## src/rtl/menu_ctl_pkg.sv

```systemverilog
// Shared types and constants for the VGA menu controller.
// State encoding doubles as the text page select code.
package menu_ctl_pkg;

  typedef enum logic [1:0] {
    ST_MAIN = 2'd0,
    ST_INFO = 2'd1,
    ST_GAME = 2'd2,
    ST_OVER = 2'd3
  } menu_state_t;

  localparam logic [3:0] OPT_START = 4'd0;
  localparam logic [3:0] OPT_INFO  = 4'd1;
  localparam logic [3:0] OPT_SCORE = 4'd2;
  localparam logic [3:0] HL_NONE   = 4'hF;
  localparam logic [23:0] CNT_MAX  = 24'hFF_FFFF;

endpackage

```

## src/rtl/menu_ctl_btn_repeat.sv

```systemverilog
// Press-edge detection plus hold-to-repeat for one navigation button.
// evt is combinational so the FSM acts on the same edge the press is sampled.
module btn_repeat
  import menu_ctl_pkg::*;
#(
  parameter logic [23:0] DELAY = 24'd6_500_000,
  parameter logic [23:0] RATE  = 24'd3_250_000
) (
  input  logic clk,
  input  logic rst_n,
  input  logic btn,
  output logic evt
);

  logic        prev_r;
  logic [23:0] cnt_r;
  logic [23:0] cnt_s;
  logic        rpt_s;

  // Repeat fires when the hold count reaches DELAY; reloading to DELAY-RATE+1
  // makes later repeats land every RATE cycles without any modulo.
  always_comb begin
    rpt_s = btn && prev_r && (cnt_r == DELAY);
    evt   = (btn && !prev_r) || rpt_s;
    if (!btn) begin
      cnt_s = 24'd0;
    end else if (rpt_s) begin
      cnt_s = DELAY - RATE + 24'd1;
    end else if (cnt_r != CNT_MAX) begin
      cnt_s = cnt_r + 24'd1;
    end else begin
      cnt_s = cnt_r;
    end
  end

  // Previous-sample and hold-count registers.
  always_ff @(posedge clk) begin
    if (!rst_n) begin
      prev_r <= 1'b0;
      cnt_r  <= 24'd0;
    end else begin
      prev_r <= btn;
      cnt_r  <= cnt_s;
    end
  end

endmodule

```

## src/rtl/menu_ctl.sv

```systemverilog
// Menu controller: page FSM, wrapping cursor and one-cycle command pulses
// for the VGA front end; every output comes straight from a register.
module menu_ctl
  import menu_ctl_pkg::*;
#(
  parameter int          N_OPT        = 3,
  parameter logic [3:0]  OPT_ROW0     = 4'd2,
  parameter logic [23:0] REPEAT_DELAY = 24'd6_500_000,
  parameter logic [23:0] REPEAT_RATE  = 24'd3_250_000
) (
  input  logic       clk,
  input  logic       rst_n,
  input  logic       btn_up,
  input  logic       btn_down,
  input  logic       btn_sel,
  input  logic       btn_back,
  input  logic       game_over,
  output logic [1:0] page,
  output logic [3:0] cursor,
  output logic [3:0] hl_row,
  output logic       menu_en,
  output logic       game_start,
  output logic       score_clr
);

  localparam logic [3:0] LAST_OPT = 4'(N_OPT - 1);

  menu_state_t state_r, state_s;
  logic [3:0]  cursor_r, cursor_s;
  logic [3:0]  hl_row_r, hl_row_s;
  logic        menu_en_r, start_r, start_s, clr_r, clr_s;
  logic        sel_prev_r, back_prev_r;
  logic        up_evt_s, dn_evt_s, sel_evt_s, back_evt_s;

  btn_repeat #(.DELAY(REPEAT_DELAY), .RATE(REPEAT_RATE)) u_rpt_up (
    .clk(clk), .rst_n(rst_n), .btn(btn_up), .evt(up_evt_s)
  );

  btn_repeat #(.DELAY(REPEAT_DELAY), .RATE(REPEAT_RATE)) u_rpt_dn (
    .clk(clk), .rst_n(rst_n), .btn(btn_down), .evt(dn_evt_s)
  );

  assign sel_evt_s  = btn_sel && !sel_prev_r;
  assign back_evt_s = btn_back && !back_prev_r;

  // Next state, cursor and pulses; sel outranks navigation, up+down cancel.
  always_comb begin
    state_s  = state_r;
    cursor_s = cursor_r;
    start_s  = 1'b0;
    clr_s    = 1'b0;
    case (state_r)
      ST_MAIN: begin
        if (sel_evt_s) begin
          case (cursor_r)
            OPT_START: begin
              state_s = ST_GAME;
              start_s = 1'b1;
            end
            OPT_INFO:  state_s = ST_INFO;
            OPT_SCORE: clr_s = 1'b1;
            default:   state_s = ST_MAIN;
          endcase
        end else if (up_evt_s && !dn_evt_s) begin
          if (cursor_r == 4'd0) cursor_s = LAST_OPT;
          else                  cursor_s = cursor_r - 4'd1;
        end else if (dn_evt_s && !up_evt_s) begin
          if (cursor_r >= LAST_OPT) cursor_s = 4'd0;
          else                      cursor_s = cursor_r + 4'd1;
        end else begin
          cursor_s = cursor_r;
        end
      end
      ST_INFO: begin
        if (sel_evt_s || back_evt_s) state_s = ST_MAIN;
        else                         state_s = ST_INFO;
      end
      ST_GAME: begin
        if (game_over) state_s = ST_OVER;
        else           state_s = ST_GAME;
      end
      ST_OVER: begin
        if (sel_evt_s) begin
          state_s  = ST_MAIN;
          cursor_s = 4'd0;
        end else begin
          state_s = ST_OVER;
        end
      end
      default: state_s = ST_MAIN;
    endcase
    if (state_s == ST_MAIN) hl_row_s = OPT_ROW0 + cursor_s;
    else                    hl_row_s = HL_NONE;
  end

  // State, cursor, output and edge-detect registers.
  always_ff @(posedge clk) begin
    if (!rst_n) begin
      state_r     <= ST_MAIN;
      cursor_r    <= 4'd0;
      hl_row_r    <= OPT_ROW0;
      menu_en_r   <= 1'b1;
      start_r     <= 1'b0;
      clr_r       <= 1'b0;
      sel_prev_r  <= 1'b0;
      back_prev_r <= 1'b0;
    end else begin
      state_r     <= state_s;
      cursor_r    <= cursor_s;
      hl_row_r    <= hl_row_s;
      menu_en_r   <= (state_s != ST_GAME);
      start_r     <= start_s;
      clr_r       <= clr_s;
      sel_prev_r  <= btn_sel;
      back_prev_r <= btn_back;
    end
  end

  assign page       = state_r;
  assign cursor     = cursor_r;
  assign hl_row     = hl_row_r;
  assign menu_en    = menu_en_r;
  assign game_start = start_r;
  assign score_clr  = clr_r;

endmodule

```

## config.mk

```make
export PLATFORM = sky130hd
export DESIGN_NAME = menu_ctl
export DESIGN_NICKNAME = d
export VERILOG_FILES = /design/src/rtl/menu_ctl_pkg.sv /design/src/rtl/menu_ctl_btn_repeat.sv /design/src/rtl/menu_ctl.sv
export SDC_FILE = /design/constraint.sdc
export NUM_CORES = 1
export LEC_CHECK = 0
export CAP_MARGIN = 20
export CORE_UTILIZATION = 43
export DETAILED_ROUTE_END_ITERATION = 7
export PLACE_DENSITY_LB_ADDON = 0.15
export SLEW_MARGIN = 20
export SYNTH_ARGS = -nofsm -noshare
export SYNTH_HDL_FRONTEND = slang
export SYNTH_HIERARCHICAL = 1
export SYNTH_SLANG_ARGS = --single-unit
```

## constraint.sdc

```tcl
create_clock -name clk -period 5.85 [get_ports clk]
set_clock_uncertainty 0.05 [all_clocks]
set_input_delay 1.755 -clock clk [delete_from_list [all_inputs] [get_ports clk]]
set_output_delay 1.755 -clock clk [all_outputs]
set_load 0.05 [all_outputs]
```

==> summary.txt, run 1 <==
Layout
  – Share of layout cells above drive strength 1: 10.4%
  – Final Instance Count excl. Fillers: 543
  – Diode count: 0
  – Final core utilization: 51.3%
  – Multi-input gate area: 2140 µm²
  – Nets: 456
  – Synth-to-layout area growth: 12.4%
  – Fill cells: 752
  – Storage cell area: 1300 µm²

Floorplan
  – I/O pin cnt: 20
  – Die ar.: 8730 µm²
  – DIE HEIGHT: 93.4 µm
  – DIE WIDTH: 93.4 µm
  – Row cnt: 32
  – Core area: 7890 µm²
  – Initial Util: 45.6%

Setup path
  – R2R depth: 10
  – Reg2reg start: u_rpt_up/cnt_r[9]
  – Setup CP Type: in -> reg
  – Worst-path fanout max: 6
  – Reg2reg end: hl_row[3]
  – Endpoint class of the critical path: flop
  – CP Launch Type: input port
  – CP Data Required Time: 6.02 ns
  – Crit path DAT: 5.13 ns
  – Reg-to-reg slack, setup: 2.19 ns

STA
  – Final setup TNS: 0 ns
  – Setup Viol. Count Final: 0
  – Final hold vios: 0
  – RSZ-0062 raised after global routing: no
  – Slew HR: 38.6%
  – Post-layout minimum cycle time: 4.95 ns
  – F_max: 202 MHz
  – Slack of the critical path: 0.895 ns
  – Final period util: 84.7%
  – Slew @ Worst Pin: 0.914 ns
  – Slew Limit Fails: 0

Synth
  – Most used DFF post-synth: dfxtp_1
  – Register area share after synthesis: 36.2%
  – Instance count of the mapped netlist: 418
  – Synthesized area per cell: 8.60 µm²
  – Async SR Flop Fraction: 0%
  – Distinct cells, synth: 55
  – Leading cell type by number of instances after synthesis: dfxtp_1
  – Synth warnings: 6
  – Syn_nets: 438
  – Synth Register Bits: 65
  – Post-synth top cells: 65 x dfxtp_1, 45 x nor2_1, 33 x nand2_1
  – Synth top area share: 36.2%
  – Top cells by area, synth: dfxtp_1 36%, xnor2_1 6.1%, nor2_1 4.7%, a211oi_1 4.6%, ha_1 4.5%
  – Post-synthesis cell area: 3600 µm²
  – Synth area leader: dfxtp_1
  – Number of synthesized flops with an enable pin: 0

Clock tree
  – Clock transition at the registers of the reported paths: 0.07 ns
  – Setup bufs post-CTS: 0
  – Post-cts resize count: 0
  – Worst skew pair latency: 0.34 ns
  – Clock sink count: 65
  – # H-tree levels: 3
  – Clock tree buffer depth: 2
  – Total CTS buffers: 9
  – CTS hold repair buffers: 0
  – Root Driver: clkbuf_8
  – CTS tree: built

Route
  – Via count: 3111
  – DRC viols: 0
  – DR pass1 iterations: 4
  – Post-DRT Antenna Nets: 0
  – Via-to-Cell Ratio: 5.73
  – Post-DR wirelength/cell: 14.6 µm
  – Iter 0 DRT Violations: 154
  – DRT Wirelength: 7940 µm

Place
  – Setup WS pre-CTS: 0.565 ns
  – Placed wire-length estimate: 5550 µm
  – Placed Instances: 526
  – IO Port Bufs: 19
  – GP Congestion: 0.910

Global routing
  – Met3 global-route usage: 3.74%
  – GRT overflow: 0
  – GRT Total Usage: 19.9%
  – Met2 Use GR: 31.9%
  – Number of global-route vias before repair: 2934
  – First-pass GRT wire length: 13700 µm
  – Pin count of the biggest net entering global routing: 18
  – GRT busiest layer: met2
  – GRT met1 Usage: 25.4%
  – Initial antenna violation count: 0

Min path
  – Min-delay worst type: reg -> reg
  – WHS Endpoint: u_rpt_dn/cnt_r[1]
  – Hold_sp: u_rpt_dn/cnt_r[1]
  – Hold Crit Depth: 2

Power and ir drop
  – Leak: 1.30 nW
  – VDD IR-drop max: 0.000140 V
  – Switching pwr: 0.453 mW
  – Power Density: 314 nW/µm²
  – Power, Total: 1.27 mW
  – Comb pwr share: 31.8%
  – Fraction of power consumed by sequential logic: 39.2%
  – Internal power: 0.817 mW
  – Net Sw Frac: 35.7%
  – Clock share of power: 29.0%

Flow run
  – Max Cap Viol: 0

Outcome
  – Outcome: completed
## cell usage in the layout (no fill, tap or decap), types with 5 or more instances in the layout
master           count
a21oi_1             24
nand2b_1             9
nor2_1              45
ha_1                13
dfxtp_1             65
or3_1                8
inv_1               17
nor2b_1              6
nor4b_1              6
and3_1               5
and2_1               6
nand3_1             21
xnor2_1             25
nand4_1             10
o21ai_0             10
a211oi_1            22
clkbuf_8            13
nand2_1             33
nor3_1               9
clkdlybuf4s50_1     19
nor3b_1              5
## routing by layer
layer	vias to the layer above	wire [µm]
li1	1569	-
met1	1456	3810
met2	73	3610
met3	13	355
met4	0	163
met5	-	0
## metrics by stage
stage | hold WS (ns) | instance area (µm²)
after global placement | 0.457 | 3840
after floorplan | 0.435 | 3600
after detailed placement | 0.467 | 3840
final | 0.482 | 4040
after global routing | 0.511 | 4040
after CTS | 0.477 | 4030
## cell type report
class,count,area share (%)
inverters,18,1.67
repair buffers,21,5.17
flip-flops and latches,65,32.2
clock buffers,14,4.52
clock inverters,2,0.248
well taps,102,3.16
multi-input cells,321,53.0
## worst max-delay path by stage
stage / from / endpoint / slack [ns] / cells past startpoint
after floorplan: btn_up / hl_row[3] / 1.34 / 9
after global placement: btn_up / hl_row[3] / 0.67 / 10
after detailed placement: btn_up / hl_row[3] / 0.56 / 10
after CTS: btn_up / hl_row[3] / 0.91 / 10
after global routing: btn_up / hl_row[3] / 0.72 / 10
final: btn_up / hl_row[3] / 0.90 / 10
## registers in the layout (all words and copies together) (netlist names)
name	flops
back_prev_r	1
cursor	4
game_start	1
hl_row	4
menu_en	1
page	2
score_clr	1
sel_prev_r	1
u_rpt_dn/cnt_r	24
u_rpt_dn/prev_r	1
u_rpt_up/cnt_r	24
u_rpt_up/prev_r	1
## critical path: stages
cell and delay, ns:
clkdlybuf4s50_1 0.50, nor4bb_1 0.24, nand4_1 0.19, or4_1 0.55, o21ai_0 0.29, nand2b_4 0.12, or4_1 0.43, or4_4 0.44
a211o_1 0.31, o311a_1 0.29
## power groups by stage
stage | registers, mW | clock network (mW) | logic (mW)
floorplan | 0.596 | 0 | 0.207
global placement | 0.509 | 0 | 0.399
detailed placement | 0.507 | 0 | 0.398
CTS | 0.498 | 0.381 | 0.399
global route | 0.503 | 0.405 | 0.431
finish | 0.498 | 0.368 | 0.404
## cell families after synthesis
family                   after synthesis  share of synthesized area (%)
flip-flops                            65                           36.2
multiplexers                           2                          0.557
AO/OA/AOI/OAI                         88                           17.3
adder cells (fa/ha/maj)               13                           4.52
buffers and inverters                 32                           4.18
XOR/XNOR                              25                           6.09
AND/OR/NAND/NOR                      193                           31.2
Power figures use the tool's default switching activity.
==> inputs of run 2 (changes only) <==
==> constraint.sdc (replaced) <==
create_clock -name clk -period 4.8 [get_ports clk]
set_clock_uncertainty 0.05 [all_clocks]
set_input_delay 1.44 -clock clk [delete_from_list [all_inputs] [get_ports clk]]
set_output_delay 1.44 -clock clk [all_outputs]
set_load 0.05 [all_outputs]
==> run 2 against run 1 <==
Against the previous run: worst hold slack got worse by 0.0037 ns; critical path depth stayed put; via count grew 1.7%; critical path type unchanged; sequential power up 22%; non-clock buffer count up 4; first-iteration DRC count shrank 25%.
==> summary.txt, run 2 (synthesis results as in run 1) <==
Route
  – Post-DR wirelength/cell: 14.7 µm (was 14.6 µm)
  – Iter 0 DRT Violations: 115 (was 154)
  – Via-to-Cell Ratio: 5.79 (was 5.73)
  – DR pass1 iterations: 4 (unchanged)
  – DRC viols: 0 (unchanged)
  – Via count: 3164 (was 3111)
  – DRT Wirelength: 8010 µm (was 7940 µm)
  – Post-DRT Antenna Nets: 0 (unchanged)

STA
  – Slew HR: 39.2% (was 38.6%)
  – Slew Limit Fails: 0 (unchanged)
  – Slew @ Worst Pin: 0.905 ns (was 0.914 ns)
  – Slack of the critical path: 0.372 ns (was 0.895 ns)
  – Final setup TNS: 0 ns (unchanged)
  – Setup Viol. Count Final: 0 (unchanged)
  – Final hold vios: 0 (unchanged)
  – Final period util: 92.2%
  – Post-layout minimum cycle time: 4.43 ns
  – F_max: 226 MHz
  – RSZ-0062 raised after global routing: no (unchanged)

Layout
  – Largest regs: u_rpt_dn/cnt_r: 24 flops, u_rpt_up/cnt_r: 24 flops (unchanged)
  – Nets: 460 (was 456)
  – Most frequent cells in the layout: 65 x dfxtp_1, 45 x nor2_1, 33 x nand2_1 (unchanged)
  – Most common cell after layout, fill and taps aside: dfxtp_1 (unchanged)
  – Share of layout cells above drive strength 1: 10.8% (was 10.4%)
  – Synth-to-layout area growth: 12.5% (was 12.4%)
  – Final core utilization: 51.3% (about the same)
  – Final Instance Count excl. Fillers: 546 (was 543)
  – Diode count: 0 (unchanged)

Clock tree
  – Post-cts resize count: 0 (unchanged)
  – Clock transition at the registers of the reported paths: 0.07 ns (about the same)
  – CTS tree: built (unchanged)
  – Setup bufs post-CTS: 0 (unchanged)
  – # H-tree levels: 3 (unchanged)
  – Root Driver: clkbuf_8 (unchanged)
  – Clock sink count: 65 (unchanged)
  – Worst skew pair latency: 0.35 ns (was 0.34 ns)
  – CTS hold repair buffers: 0 (unchanged)
  – Clock tree buffer depth: 2 (unchanged)
  – Total CTS buffers: 9 (unchanged)

Setup path
  – CP most frequent cell: or4_1 (unchanged)
  – CP Data Required Time: 4.98 ns (was 6.02 ns)
  – Slowest cell delay on critical path: 0.54 ns (was 0.55 ns)
  – Reg2reg start: u_rpt_up/cnt_r[9] (unchanged)
  – Setup CP Type: in -> reg (unchanged)
  – Crit path DAT: 4.61 ns (was 5.13 ns)
  – Endpoint class of the critical path: flop (unchanged)
  – Top delay family on crit path: simple AND/OR/NAND/NOR gates (unchanged)
  – Reg2reg end: hl_row[3] (unchanged)
  – Worst-path fanout max: 3 (was 6)
  – Worst-path cell chain: clkdlybuf4s50_1, nor4bb_1, nand4_1, or4_1, o21ai_0, nand2b_4, or4_1, or4_4, a211o_1, o311a_1 (unchanged)
  – WP buf/inv: 1 (unchanged)
  – Reg-to-reg slack, setup: 1.28 ns (was 2.19 ns)
  – Slowest-stage cell, CP: or4_1 (unchanged)
  – R2R depth: 10 (unchanged)
  – CP Launch Type: input port (unchanged)

Global routing
  – Number of global-route vias before repair: 2931 (was 2934)
  – First-pass GRT wire length: 13400 µm (was 13700 µm)
  – Met2 Use GR: 31.4% (was 31.9%)
  – GRT met1 Usage: 24.6% (was 25.4%)
  – GRT overflow: 0 (unchanged)
  – GRT Total Usage: 19.6% (was 19.9%)
  – Met3 global-route usage: 4.47% (was 3.74%)
  – Initial antenna violation count: 0 (unchanged)
  – Pin count of the biggest net entering global routing: 18 (unchanged)
  – GRT busiest layer: met2 (unchanged)

Min path
  – Hold Crit Depth: 2 (unchanged)
  – WHS Endpoint: u_rpt_up/cnt_r[1] (was u_rpt_dn/cnt_r[1])
  – Min-delay worst type: reg -> reg (unchanged)
  – Hold_sp: u_rpt_up/cnt_r[1] (was u_rpt_dn/cnt_r[1])

Power and ir drop
  – Power Density: 373 nW/µm² (was 314 nW/µm²)
  – VDD IR-drop max: 0.000177 V (was 0.000140 V)
  – Net Sw Frac: 37.0% (was 35.7%)
  – Clock share of power: 27.0% (was 29.0%)
  – Internal power: 0.951 mW (was 0.817 mW)
  – Comb pwr share: 32.7% (was 31.8%)
  – Fraction of power consumed by sequential logic: 40.3% (was 39.2%)
  – Switching pwr: 0.559 mW (was 0.453 mW)
  – Leak: 1.31 nW (was 1.30 nW)

Floorplan
  – Die ar.: 8730 µm² (unchanged)
  – Initial Util: 45.6% (unchanged)
  – I/O pin cnt: 20 (unchanged)
  – Core area: 7890 µm² (unchanged)
  – DIE WIDTH: 93.4 µm (unchanged)
  – Row cnt: 32 (unchanged)
  – DIE HEIGHT: 93.4 µm (unchanged)

Flow run
  – Max Cap Viol: 0 (unchanged)

Outcome
  – Outcome: completed (unchanged)

Place
  – IO Port Bufs: 19 (unchanged)
  – Setup WS pre-CTS: 0.0442 ns (was 0.565 ns)
  – Placed wire-length estimate: 5650 µm (was 5550 µm)
  – GP Congestion: 0.859 (was 0.910)
  – Placed Instances: 531 (was 526)
[run 2: changes by cell type in the layout (fill, tap and decap cells not counted), sizes merged]
cell	change
clkinvlp	+1
clkbuf	-2
buf	+4
[run 2: power by group through the flow]
| stage | Combinational, mW | Sequential, mW | Clock, mW |
|---|---|---|---|
| after floorplan | 0.252 | 0.727 | 0 |
| after global placement | 0.493 | 0.621 | 0 |
| after detailed placement | 0.487 | 0.620 | 0 |
| after CTS | 0.490 | 0.608 | 0.422 |
| after global routing | 0.526 | 0.611 | 0.445 |
| final | 0.494 | 0.608 | 0.408 |
[run 2: area by class of cell]
| type | instances | area, µm² |
|---|---|---|
| Clock inverter | 3 | 17.5 |
| Inverter | 18 | 67.6 |
| Fill cell | 739 | 3840 |
| Timing Repair Buffer | 25 | 235 |
| Multi-Input combinational cell | 321 | 2150 |
| Tap cell | 102 | 128 |
| Sequential cell | 65 | 1300 |
| Clock buffer | 12 | 145 |
[run 2: tightest hold or removal path, delay by kind of cell, from the launching register on]
family	cells	cell delay, ns
AOI/OAI and AO/OA	1	0.05
DFF	1	0.35
and+or+nand+nor	1	0.08
[run 2: worst max-delay path by stage]
| stage | from | endpoint | slack (ns) | cells after the start |
|---|---|---|---|---|
| floorplan | btn_up | hl_row[3] | 0.61 | 9 |
| global placement | btn_up | hl_row[3] | 0.11 | 10 |
| detailed placement | btn_up | hl_row[3] | 0.04 | 10 |
| CTS | btn_up | hl_row[3] | 0.39 | 10 |
| global route | btn_up | hl_row[3] | 0.19 | 10 |
| finish | btn_up | hl_row[3] | 0.37 | 10 |
[run 2: metal layers]
metal  vias to the layer above  share of wire (%)
met5                         -                  0
met4                         0                2.1
met3                        16                4.7
met2                        71                 45
met1                      1497                 48
li1                       1580                  -
[run 2: per-stage QoR]
step / cell area (µm²) / total power, mW / hold slack (ns)
after floorplan: 3600 / 0.979 / 0.435
after global placement: 3880 / 1.11 / 0.456
after detailed placement: 3880 / 1.11 / 0.471
after CTS: 4040 / 1.52 / 0.478
after global routing: 4050 / 1.58 / 0.492
final: 4050 / 1.51 / 0.479
==> inputs of run 3 (changes only) <==
--- a/config.mk
+++ b/config.mk
@@ -9,7 +9,7 @@
 export CORE_UTILIZATION = 43
 export DETAILED_ROUTE_END_ITERATION = 7
 export PLACE_DENSITY_LB_ADDON = 0.15
-export SLEW_MARGIN = 20
+export SLEW_MARGIN = 15
 export SYNTH_ARGS = -nofsm -noshare
 export SYNTH_HDL_FRONTEND = slang
 export SYNTH_HIERARCHICAL = 1
==> run 3 against run 2 <==
Against the previous run: sequential cell count did not move; register-to-register slack is essentially flat; first-iteration DRC count up 28%; cell area rose by 0.12%; routed wire length grew 0.34%; worst hold slack got worse by 0.0017 ns; sequential power about the same; clock power about the same; critical path type unchanged; maximum frequency about the same; non-clock buffer count rose by 1; setup slack worse by 0.00080 ns; die area unchanged.
==> summary.txt, run 3 (synthesis results as in run 1) <==
Setup path
  – Crit path DAT: 4.61 ns (about the same)
  – Crit path from: btn_up (unchanged)
  – Worst-path fanout max: 3 (unchanged)
  – CP Launch Type: input port (unchanged)
  – CP Data Required Time: 4.99 ns (was 4.98 ns)
  – Reg2reg start: u_rpt_up/cnt_r[9] (unchanged)
  – Setup CP Type: in -> reg (unchanged)
  – Endpoint class of the critical path: flop (unchanged)

Layout
  – Nets: 461 (was 460)
  – Final Instance Count excl. Fillers: 547 (was 546)
  – Fill cells: 743 (was 739)
  – Share of layout cells above drive strength 1: 11.0% (was 10.8%)
  – Most common cell after layout, fill and taps aside: dfxtp_1 (unchanged)
  – Diode count: 0 (unchanged)
  – Multi-input gate area: 2140 µm² (was 2150 µm²)
  – Most frequent cells in the layout: 65 x dfxtp_1, 45 x nor2_1, 33 x nand2_1 (unchanged)
  – Storage cell area: 1300 µm² (unchanged)
  – Largest regs: u_rpt_dn/cnt_r: 24 flops, u_rpt_up/cnt_r: 24 flops (unchanged)
  – Synth-to-layout area growth: 12.6% (was 12.5%)

STA
  – Final hold vios: 0 (unchanged)
  – Final setup TNS: 0 ns (unchanged)
  – Setup Viol. Count Final: 0 (unchanged)
  – Slew @ Worst Pin: 0.907 ns (was 0.905 ns)
  – Slew Limit Fails: 0 (unchanged)
  – RSZ-0062 raised after global routing: no (unchanged)
  – Final period util: 92.3% (was 92.2%)
  – Slack of the critical path: 0.371 ns (was 0.372 ns)
  – F_max: 226 MHz (about the same)
  – Post-layout minimum cycle time: 4.43 ns (about the same)
  – Slew HR: 39.1% (was 39.2%)

Place
  – Placed Instances: 531 (unchanged)
  – GP Congestion: 0.859 (unchanged)
  – Placed wire-length estimate: 5650 µm (unchanged)
  – IO Port Bufs: 19 (unchanged)
  – Setup WS pre-CTS: 0.0442 ns (unchanged)

Global routing
  – Pin count of the biggest net entering global routing: 18 (unchanged)
  – Initial antenna violation count: 0 (unchanged)
  – GRT overflow: 0 (unchanged)
  – First-pass GRT wire length: 13400 µm (unchanged)
  – GRT Total Usage: 19.6% (unchanged)
  – Number of global-route vias before repair: 2931 (unchanged)

Clock tree
  – Post-cts resize count: 0 (unchanged)
  – Setup bufs post-CTS: 0 (unchanged)
  – Worst skew pair latency: 0.35 ns (about the same)
  – Total CTS buffers: 9 (unchanged)
  – Clock tree buffer depth: 2 (unchanged)
  – Clock transition at the registers of the reported paths: 0.07 ns (about the same)
  – CTS hold repair buffers: 0 (unchanged)
  – # H-tree levels: 3 (unchanged)
  – Root Driver: clkbuf_8 (unchanged)
  – CTS tree: built (unchanged)
  – Clock sink count: 65 (unchanged)

Floorplan
  – I/O pin cnt: 20 (unchanged)
  – Die ar.: 8730 µm² (unchanged)
  – Initial Util: 45.6% (unchanged)
  – Core area: 7890 µm² (unchanged)
  – Row cnt: 32 (unchanged)
  – DIE WIDTH: 93.4 µm (unchanged)
  – DIE HEIGHT: 93.4 µm (unchanged)

Power and ir drop
  – Leak: 1.30 nW (was 1.31 nW)
  – Power Density: 373 nW/µm² (about the same)
  – Switching pwr: 0.561 mW (was 0.559 mW)
  – Internal power: 0.951 mW (about the same)
  – Comb pwr share: 32.7% (about the same)
  – VDD IR-drop max: 0.000177 V (about the same)
  – Fraction of power consumed by sequential logic: 40.2% (was 40.3%)
  – Clock share of power: 27.1% (was 27.0%)
  – Net Sw Frac: 37.1% (was 37.0%)
  – Power, Total: 1.51 mW (about the same)

Min path
  – Min-delay worst type: reg -> reg (unchanged)
  – Hold_sp: u_rpt_up/cnt_r[1] (unchanged)

Route
  – DRT Wirelength: 8030 µm (was 8010 µm)
  – Post-DRT Antenna Nets: 0 (unchanged)
  – Post-DR wirelength/cell: 14.7 µm (about the same)
  – DRC viols: 0 (unchanged)
  – DR pass1 iterations: 5 (was 4)
  – Via count: 3166 (was 3164)
  – Iter 0 DRT Violations: 147 (was 115)
  – Via-to-Cell Ratio: 5.79 (about the same)

Outcome
  – Outcome: completed (unchanged)

Flow run
  – Max Cap Viol: 0 (unchanged)
## run 3: per-stage QoR
step                      utilization [%]  cell area, µm²  hold slack [ns]
after floorplan                         -            3600            0.435
after global placement               49.1            3880            0.456
after detailed placement             49.1            3880            0.471
after CTS                            51.2            4040            0.478
after global routing                 51.3            4050            0.492
final                                51.3            4050            0.477
## run 3: power groups by stage
| stage | clock network, mW | logic [mW] | registers [mW] |
|---|---|---|---|
| floorplan | 0 | 0.252 | 0.727 |
| global placement | 0 | 0.493 | 0.621 |
| detailed placement | 0 | 0.487 | 0.620 |
| CTS | 0.422 | 0.490 | 0.608 |
| global route | 0.445 | 0.526 | 0.611 |
| finish | 0.409 | 0.495 | 0.608 |
## run 3: per-layer routing
metal	part of all wire (%)	global-route usage, %	wire length, µm
met1	48	24.6	3840
met5	0	0	0
met2	46	31.4	3670
met4	2.4	10.1	191
met3	4.1	4.47	328
## run 3: area by class of cell
type,count,area share (%)
Inverter,18,1.67
Timing Repair Buffer,26,6.09
Clock buffer,12,3.58
Sequential cell,65,32.1
Tap cell,102,3.15
Multi-Input combinational cell,321,53.0
Clock inverter,3,0.432
## run 3: final timing paths
path                            end  slack [ns]  depth (start not counted)
hold reg to reg   u_rpt_up/cnt_r[1]        0.48                          2
setup / recovery          hl_row[3]        0.37                         10
setup reg to reg          hl_row[3]        1.28                         10
hold / removal    u_rpt_up/cnt_r[1]        0.48                          2
## run 3: worst max-delay path: stages
cell and delay, ns:
clkdlybuf4s50_1 0.50, nor4bb_1 0.22, nand4_1 0.15, or4_1 0.55
o21ai_0 0.21, nand2b_4 0.07, or4_1 0.43, or4_4 0.45
a211o_1 0.31, o311a_1 0.29
